===== src/rtl/prbs_pkg.sv =====
// Shared definitions for the XNOR PRBS checker: state encoding, PRBS7 defaults
// and the lock-up value of an XNOR-feedback LFSR.
package prbs_pkg;

  typedef logic [1:0] state_t;

  localparam state_t SEED   = 2'd0;
  localparam state_t VERIFY = 2'd1;
  localparam state_t LOCKED = 2'd2;

  localparam int PRBS7_WIDTH = 7;
  localparam int PRBS7_TAP   = 6;

  // An XNOR LFSR with every bit equal to this value never leaves that state.
  localparam logic LOCKUP_BIT = 1'b1;

endpackage


===== src/rtl/xnor_lfsr.sv =====
// XNOR-feedback Fibonacci LFSR with a predicted-bit output; either free-runs on
// its own feedback or shifts in an external bit. Used as checker and generator.
module xnor_lfsr
  import prbs_pkg::*;
#(
  parameter int WIDTH = PRBS7_WIDTH,
  parameter int TAP   = PRBS7_TAP
) (
  input  logic             clk,
  input  logic             rst_n,
  input  logic             en_i,
  input  logic             load_sel_i,
  input  logic             load_bit_i,
  output logic             pred_o,
  output logic [WIDTH-1:0] next_o
);

  logic [WIDTH-1:0] q_q;
  logic [WIDTH-1:0] q_d;

  assign pred_o = ~(q_q[WIDTH-1] ^ q_q[TAP-1]);

  // Word the next enabled edge will load, whichever source is selected.
  assign next_o = {q_q[WIDTH-2:0], (load_sel_i ? load_bit_i : pred_o)};

  // NOTE: next-state logic gives every output a default first, so no latch is inferred.
  always_comb begin
    q_d = q_q;
    if (en_i) q_d = next_o;
  end

  // NOTE: sequential state uses non-blocking assignments so all flops update together.
  always_ff @(posedge clk or negedge rst_n) begin
    if (!rst_n) q_q <= '0;
    else        q_q <= q_d;
  end

endmodule


===== config.mk =====
export PLATFORM = sky130hd
export DESIGN_NAME = xnor_lfsr
export DESIGN_NICKNAME = d
export VERILOG_FILES = /design/src/rtl/prbs_pkg.sv /design/src/rtl/xnor_lfsr.sv
export SDC_FILE = /design/constraint.sdc
export NUM_CORES = 1
export LEC_CHECK = 0
export ABC_AREA = 1
export CORE_AREA = 2 2 39 41
export DETAILED_ROUTE_END_ITERATION = 10
export DIE_AREA = 0 0 41 43
export HOLD_SLACK_MARGIN = 0.15
export PLACE_DENSITY = 0.55
export SLEW_MARGIN = 20
export SYNTH_ARGS = -nofsm -noshare
export SYNTH_HDL_FRONTEND = slang
export SYNTH_SLANG_ARGS = --single-unit

===== constraint.sdc =====
create_clock -name clk -period 1.5 [get_ports clk]
set_clock_uncertainty 0.2 [all_clocks]
set_input_delay 0.3 -clock clk [delete_from_list [all_inputs] [get_ports clk]]
set_output_delay 0.3 -clock clk [all_outputs]
set_load 0.005 [all_outputs]

==> flow_metrics.py, run 1 <==
metrics = {
    "layout": {
        "diodes": 0,
        "layout.cells.non_filler": 79,
        "area_delta_synth_final_pct": 56.5,
        "layout-drive-gt1-share_pct": 36.5,
        "reg_top3": "q_q: 7 flops",
        "fin_nets": 69,
        "top_register": "q_q",
        "design_area_um2": 544,
        "largest_reg_flops": 7,
    },
    "clock_tree": {
        "cts_sinks": 7,
        "htree_levels": 1,
        "clock_latency_ns": 0.25,
        "cts_root_buf": "clkbuf_4",
        "cts_max_path_buffers": 2,
        "cts_buffers": 3,
        "clkTransAtPathRegs_ns": 0.05,
        "cts_tree": "built",
    },
    "synthesis": {
        "syn-mean-instance-area_um2": 8.48,
        "synth_warnings": 0,
        "ys_seq_area_share_pct": 50.4,
        "syn_nets": 46,
        "syn_inst": 41,
        "ys_ff_latch": 7,
        "ys_types": 10,
        "synth_area_um2": 348,
    },
    "die": {
        "rows": 14,
        "die_w_um": 41,
        "die_h_um": 43,
        "coreArea_um2": 1380,
        "initial_core_util_pct": 25.1,
        "die_area_um2": 1760,
        "io_pins": 13,
    },
    "power": {
        "p_leak_nw": 0.290,
        "power.density_nw_per_um2": 1080,
        "ir_drop_mv": 0.367,
    },
    "sta": {
        "worst_slew_pin_slew_ns": 0.313,
        "finalCriticalPeriod_ns": 1.58,
        "fin_ws_ns": -0.0847,
        "setup_violations": 1,
        "whs_ns": 0.340,
        "min_period_over_period_pct": 106,
        "hold_viol_final": 0,
        "slew_viol_final": 0,
        "max_freq_mhz": 631,
        "slew_headroom_pct": 79.1,
        "rsz0062_at_grt": "true",
    },
    "worst_hold_path": {
        "hold_path.class": "reg2reg",
        "worstHoldPathCells": 2,
        "hold_start": "q_q[1]",
        "whs_endpoint": "q_q[2]",
    },
    "drt": {
        "antenna_left": 0,
        "detail_route.wl_per_cell_um": 9.15,
        "vias": 310,
        "drc": 0,
        "avgViaCountPerCell": 3.92,
        "wl_um": 723,
        "first_iter_violations": 3,
        "first_pass_iters": 2,
    },
    "worst_setup_path": {
        "startpoint": "q_q[5]",
        "cp_slowest_stage_delay_ns": 0.40,
        "slowest_stage": "dfrtp_1",
        "critical_path.top_delay_family": "flip-flops",
        "r2r.worst_path.cells": 6,
        "critical_path.cell_chain": "inv_2 -> nand2_2 -> nand3_2 -> and2_1 -> buf_2",
        "path_buf_inv": 2,
        "rrSetupSlack_ns": 0.38,
        "r2r-start": "q_q[5]",
        "cp_max_fo": 3,
        "worstPathArrival_ns": 1.08,
        "critPathRequiredTime_ns": 1.00,
        "worstSetupPathType": "reg2out",
        "worstReg2RegEnd": "q_q[0]",
        "start_kind": "flop",
        "end_kind": "primary output",
    },
    "placement": {
        "dp_slack_ns": -0.600,
        "routabilityCongestion": 0.718,
        "place_area_um2": 469,
        "dp.cells": 67,
        "hpwlAfterDp_um": 495,
        "numPortBuffers": 12,
    },
    "global_routing": {
        "grt_antenna_before_repair": 0,
        "grt_overflow": 0,
        "grt_pass1_vias": 311,
        "grt_usage_pct": 11.2,
        "grt_pass1_wl_mm": 1.26,
        "grt_max_degree": 8,
    },
    "status": {
        "violations": "negative setup slack",
        "status": "finished with violations",
    },
    "run": {
        "maxCapViolCount": 0,
    },
}
## Yosys cell counts
cell / instances / area (um^2)
nand2_1: 11 / 41.3
dfrtp_1: 7 / 175
buf_4: 6 / 45.0
inv_1: 6 / 22.5
o21ai_0: 4 / 20.0
nand3_1: 2 / 10.0
o21ai_1: 2 / 10.0
and2_1: 1 / 6.26
buf_6: 1 / 11.3
or2_0: 1 / 6.26
## report_power, final
group / switching [mW] / internal (mW)
Sequential: 0.0184 / 0.219
Combinational: 0.0732 / 0.105
Clock: 0.0730 / 0.102
Total: 0.165 / 0.425
## worst max-delay path by stage
stage	endpoint	slack, ns	depth (start not counted)
2_1_floorplan	next_o[0]	0.31	4
3_3_place_gp	next_o[0]	-0.60	5
3_5_place_dp	next_o[0]	-0.60	5
4_1_cts	next_o[0]	-0.11	5
5_1_grt	next_o[0]	-0.15	5
6_report	next_o[0]	-0.08	5
## metrics by stage
stage | TNS [ns] | power [mW] | util (%)
after floorplan | 0 | 0.327 | -
after global placement | -0.724 | 0.404 | 33.9
after detailed placement | -0.711 | 0.407 | 33.9
after CTS | -0.126 | 0.596 | 39.2
after global routing | -0.168 | 0.641 | 39.3
final | -0.0847 | 0.590 | 39.3
## final cells by class
| type | count | area, um^2 |
|---|---|---|
| repair buffers | 25 | 196 |
| multi-input cells | 21 | 104 |
| inverters | 6 | 22.5 |
| clock buffers | 4 | 26.3 |
| fillers | 158 | 840 |
| well taps | 16 | 20.0 |
| flip-flops and latches | 7 | 175 |
## cell families after synthesis
group / synth area share [%]
and+or+nand+nor: 18.3
buffers and inverters: 22.7
DFF: 50.4
AOI/OAI and AO/OA: 8.63
## routing by layer
metal  wire length [um]  track usage [%]  share of wire [%]  up-vias
met2                368             15.6                 51       10
met5                  0                0                  0        -
met1                302             12.5                 42      137
li1                   -                -                  -      163
met4                  0             8.00                  0        0
met3                 52             5.76                7.2        0
## worst register-to-register path, delay by kind of cell (launching register included)
kind / cells / cell delay [ns]
buffers and inverters: 2 / 0.19
flip-flops: 1 / 0.40
AND/OR/NAND/NOR: 4 / 0.23
## layout by cell type, fill, tap and decap left out
cell	Yosys	layout
buf_2	0	2
dlygate4sd3_1	0	1
clkbuf_1	0	1
clkbuf_4	0	3
o21ai_0	4	4
dfrtp_1	7	7
and2_1	1	1
nand3_1	2	1
or2_0	1	1
o21ai_1	2	2
nand2_1	11	9
buf_4	6	12
dlygate4sd2_1	0	7
nand2_2	0	2
nand3_2	0	1
inv_2	0	2
clkdlybuf4s50_1	0	2
clkbuf_2	0	1
inv_1	6	4
## timing repair
item                                   4_1_cts  5_1_grt
gates resized for setup                     21        2
setup endpoints to repair                    8        3
pin swaps                                    2        1
hold buffers                                 1        0
endpoints found under the hold margin        7        0
setup buffers                                6        1
Power figures use the tool's default switching activity.
==> run 2, diff against run 1 <==
==> constraint.sdc (replaced) <==
create_clock -name clk -period 1.9 [get_ports clk]
set_clock_uncertainty 0.2 [all_clocks]
set_input_delay 0.38 -clock clk [delete_from_list [all_inputs] [get_ports clk]]
set_output_delay 0.38 -clock clk [all_outputs]
set_load 0.005 [all_outputs]
==> flow_metrics.py, run 2 (synthesis results as in run 1) <==
metrics = {
    "layout": {
        "mostFrequentLayoutCells": "11 x nand2_1, 9 x clkdlybuf4s50_1, 7 x dfrtp_1",
        "top_register": "q_q",
        "area_delta_synth_final_pct": 38.1,
        "layout-drive-gt1-share_pct": 14.8,
        "reg_top3": "q_q: 7 flops",
        "multi_input_area_um2": 93.8,
        "diodes": 0,
        "layout.cells.non_filler": 70,
        "register_area_um2": 175,
        "layout_commonest_cell": "nand2_1",
        "fill_cells": 160,
        "fin_nets": 60,
        "largest_reg_flops": 7,
        "design_area_um2": 480,
    },
    "sta": {
        "max_freq_mhz": 553,
        "worst_slew_pin_slew_ns": 0.333,
        "hold_viol_final": 0,
        "fin_ws_ns": 0.0915,
        "rsz0062_at_grt": "false",
        "min_period_over_period_pct": 95.2,
        "setup_violations": 0,
        "slew_viol_final": 0,
        "finalCriticalPeriod_ns": 1.81,
        "whs_ns": 0.201,
        "slew_headroom_pct": 77.7,
    },
    "placement": {
        "numPortBuffers": 12,
        "dp.cells": 65,
        "routabilityCongestion": 0.691,
        "place_area_um2": 454,
        "hpwlAfterDp_um": 509,
        "dp_slack_ns": -0.346,
    },
    "worst_setup_path": {
        "cp_slowest_stage_delay_ns": 0.39,
        "r2r.worst_path.cells": 6,
        "r2r-start": "q_q[5]",
        "endpoint": "next_o[0]",
        "cp_max_fo": 2,
        "startpoint": "load_bit_i",
        "worstPathArrival_ns": 1.23,
        "rrSetupSlack_ns": 0.77,
        "start_kind": "input pin",
        "worstReg2RegEnd": "q_q[0]",
        "end_kind": "primary output",
        "critical_path.cell_chain": "clkdlybuf4s50_1 -> or2_0 -> and2_1 -> buf_2",
        "worstSetupPathType": "in2out",
        "critPathRequiredTime_ns": 1.32,
        "slowest_stage": "clkdlybuf4s50_1",
    },
    "drt": {
        "wl_um": 606,
        "drc": 0,
        "first_pass_iters": 4,
        "avgViaCountPerCell": 4.00,
        "detail_route.wl_per_cell_um": 8.66,
        "first_iter_violations": 4,
        "vias": 280,
        "antenna_left": 0,
    },
    "die": {
        "die_w_um": 41,
        "coreArea_um2": 1380,
        "die_area_um2": 1760,
        "rows": 14,
        "initial_core_util_pct": 25.1,
        "io_pins": 13,
        "die_h_um": 43,
    },
    "status": {
        "status": "finished clean",
    },
    "worst_hold_path": {
        "hold_path.class": "in2async",
    },
    "global_routing": {
        "grt_max_degree": 8,
        "grt_usage_pct": 9.60,
        "grt_pass1_vias": 267,
        "grt_pass1_wl_mm": 1.11,
        "grt_overflow": 0,
        "grt_antenna_before_repair": 0,
    },
    "power": {
        "ir_drop_mv": 0.237,
        "finalPower_uw": 434,
        "power.density_nw_per_um2": 903,
        "p_leak_nw": 0.231,
    },
    "clock_tree": {
        "clock_latency_ns": 0.24,
        "cts_max_path_buffers": 2,
        "cts_root_buf": "clkbuf_4",
        "htree_levels": 1,
        "cts_sinks": 7,
        "clkTransAtPathRegs_ns": 0.05,
        "cts_buffers": 3,
        "cts_tree": "built",
    },
    "run": {
        "maxCapViolCount": 0,
    },
}
run 2: cell count changes in the layout (fill, tap and decap cells not counted), sizes merged:
| cell | previous run | this run |
|---|---|---|
| dlygate4sd2 | 7 | 2 |
| dlygate4sd3 | 1 | 0 |
| buf | 14 | 5 |
| clkdlybuf4s50 | 2 | 9 |
| clkbuf | 5 | 4 |
run 2: stage by stage:
stage	utilization (%)	setup TNS, ns
6_report	34.7	0
5_1_grt	34.7	0
4_1_cts	34.7	0
3_5_place_dp	32.8	-0.346
3_3_place_gp	32.8	-0.348
2_1_floorplan	-	0
run 2: how the worst min path moves through the flow:
stage | start | to | slack (ns) | depth (start not counted)
after floorplan | rst_n | q_q[0] | -0.12 | 0
after detailed placement | q_q[0] | q_q[0] | 0.31 | 2
final | rst_n | q_q[0] | 0.20 | 1
after global routing | rst_n | q_q[0] | 0.20 | 1
after CTS | rst_n | q_q[0] | 0.20 | 1
after global placement | q_q[0] | q_q[1] | 0.30 | 2
run 2: per-layer routing:
metal / up-vias / global-route usage (%) / wire [um]
met5: - / 0 / 0
met4: 0 / 8.00 / 0
met3: 0 / 1.57 / 29
met2: 10 / 13.1 / 286
met1: 125 / 12.5 / 291
li1: 145 / - / -
run 2: final cells by class:
cell class | count | area share (%)
Clock buffer | 4 | 5.47
Inverter | 6 | 4.69
Multi-Input combinational cell | 21 | 19.5
Sequential cell | 7 | 36.5
Tap cell | 16 | 4.17
Timing Repair Buffer | 16 | 29.7
run 2: worst max-delay path, delay by kind of cell:
family	cells	cell delay, ns
buffers and inverters	2	0.51
and+or+nand+nor	2	0.34
run 2: power breakdown:
group          internal (mW)  switching [mW]
logic                 0.0699          0.0447
registers              0.173          0.0153
clock network         0.0799          0.0513
run 2: timing repair:
| item | 4_1_cts | 5_1_grt |
|---|---|---|
| hold buffers | 0 | 0 |
| resized for setup | 6 | 0 |
| buffers inserted | 1 | 0 |
| setup endpoints to repair | 2 | 0 |
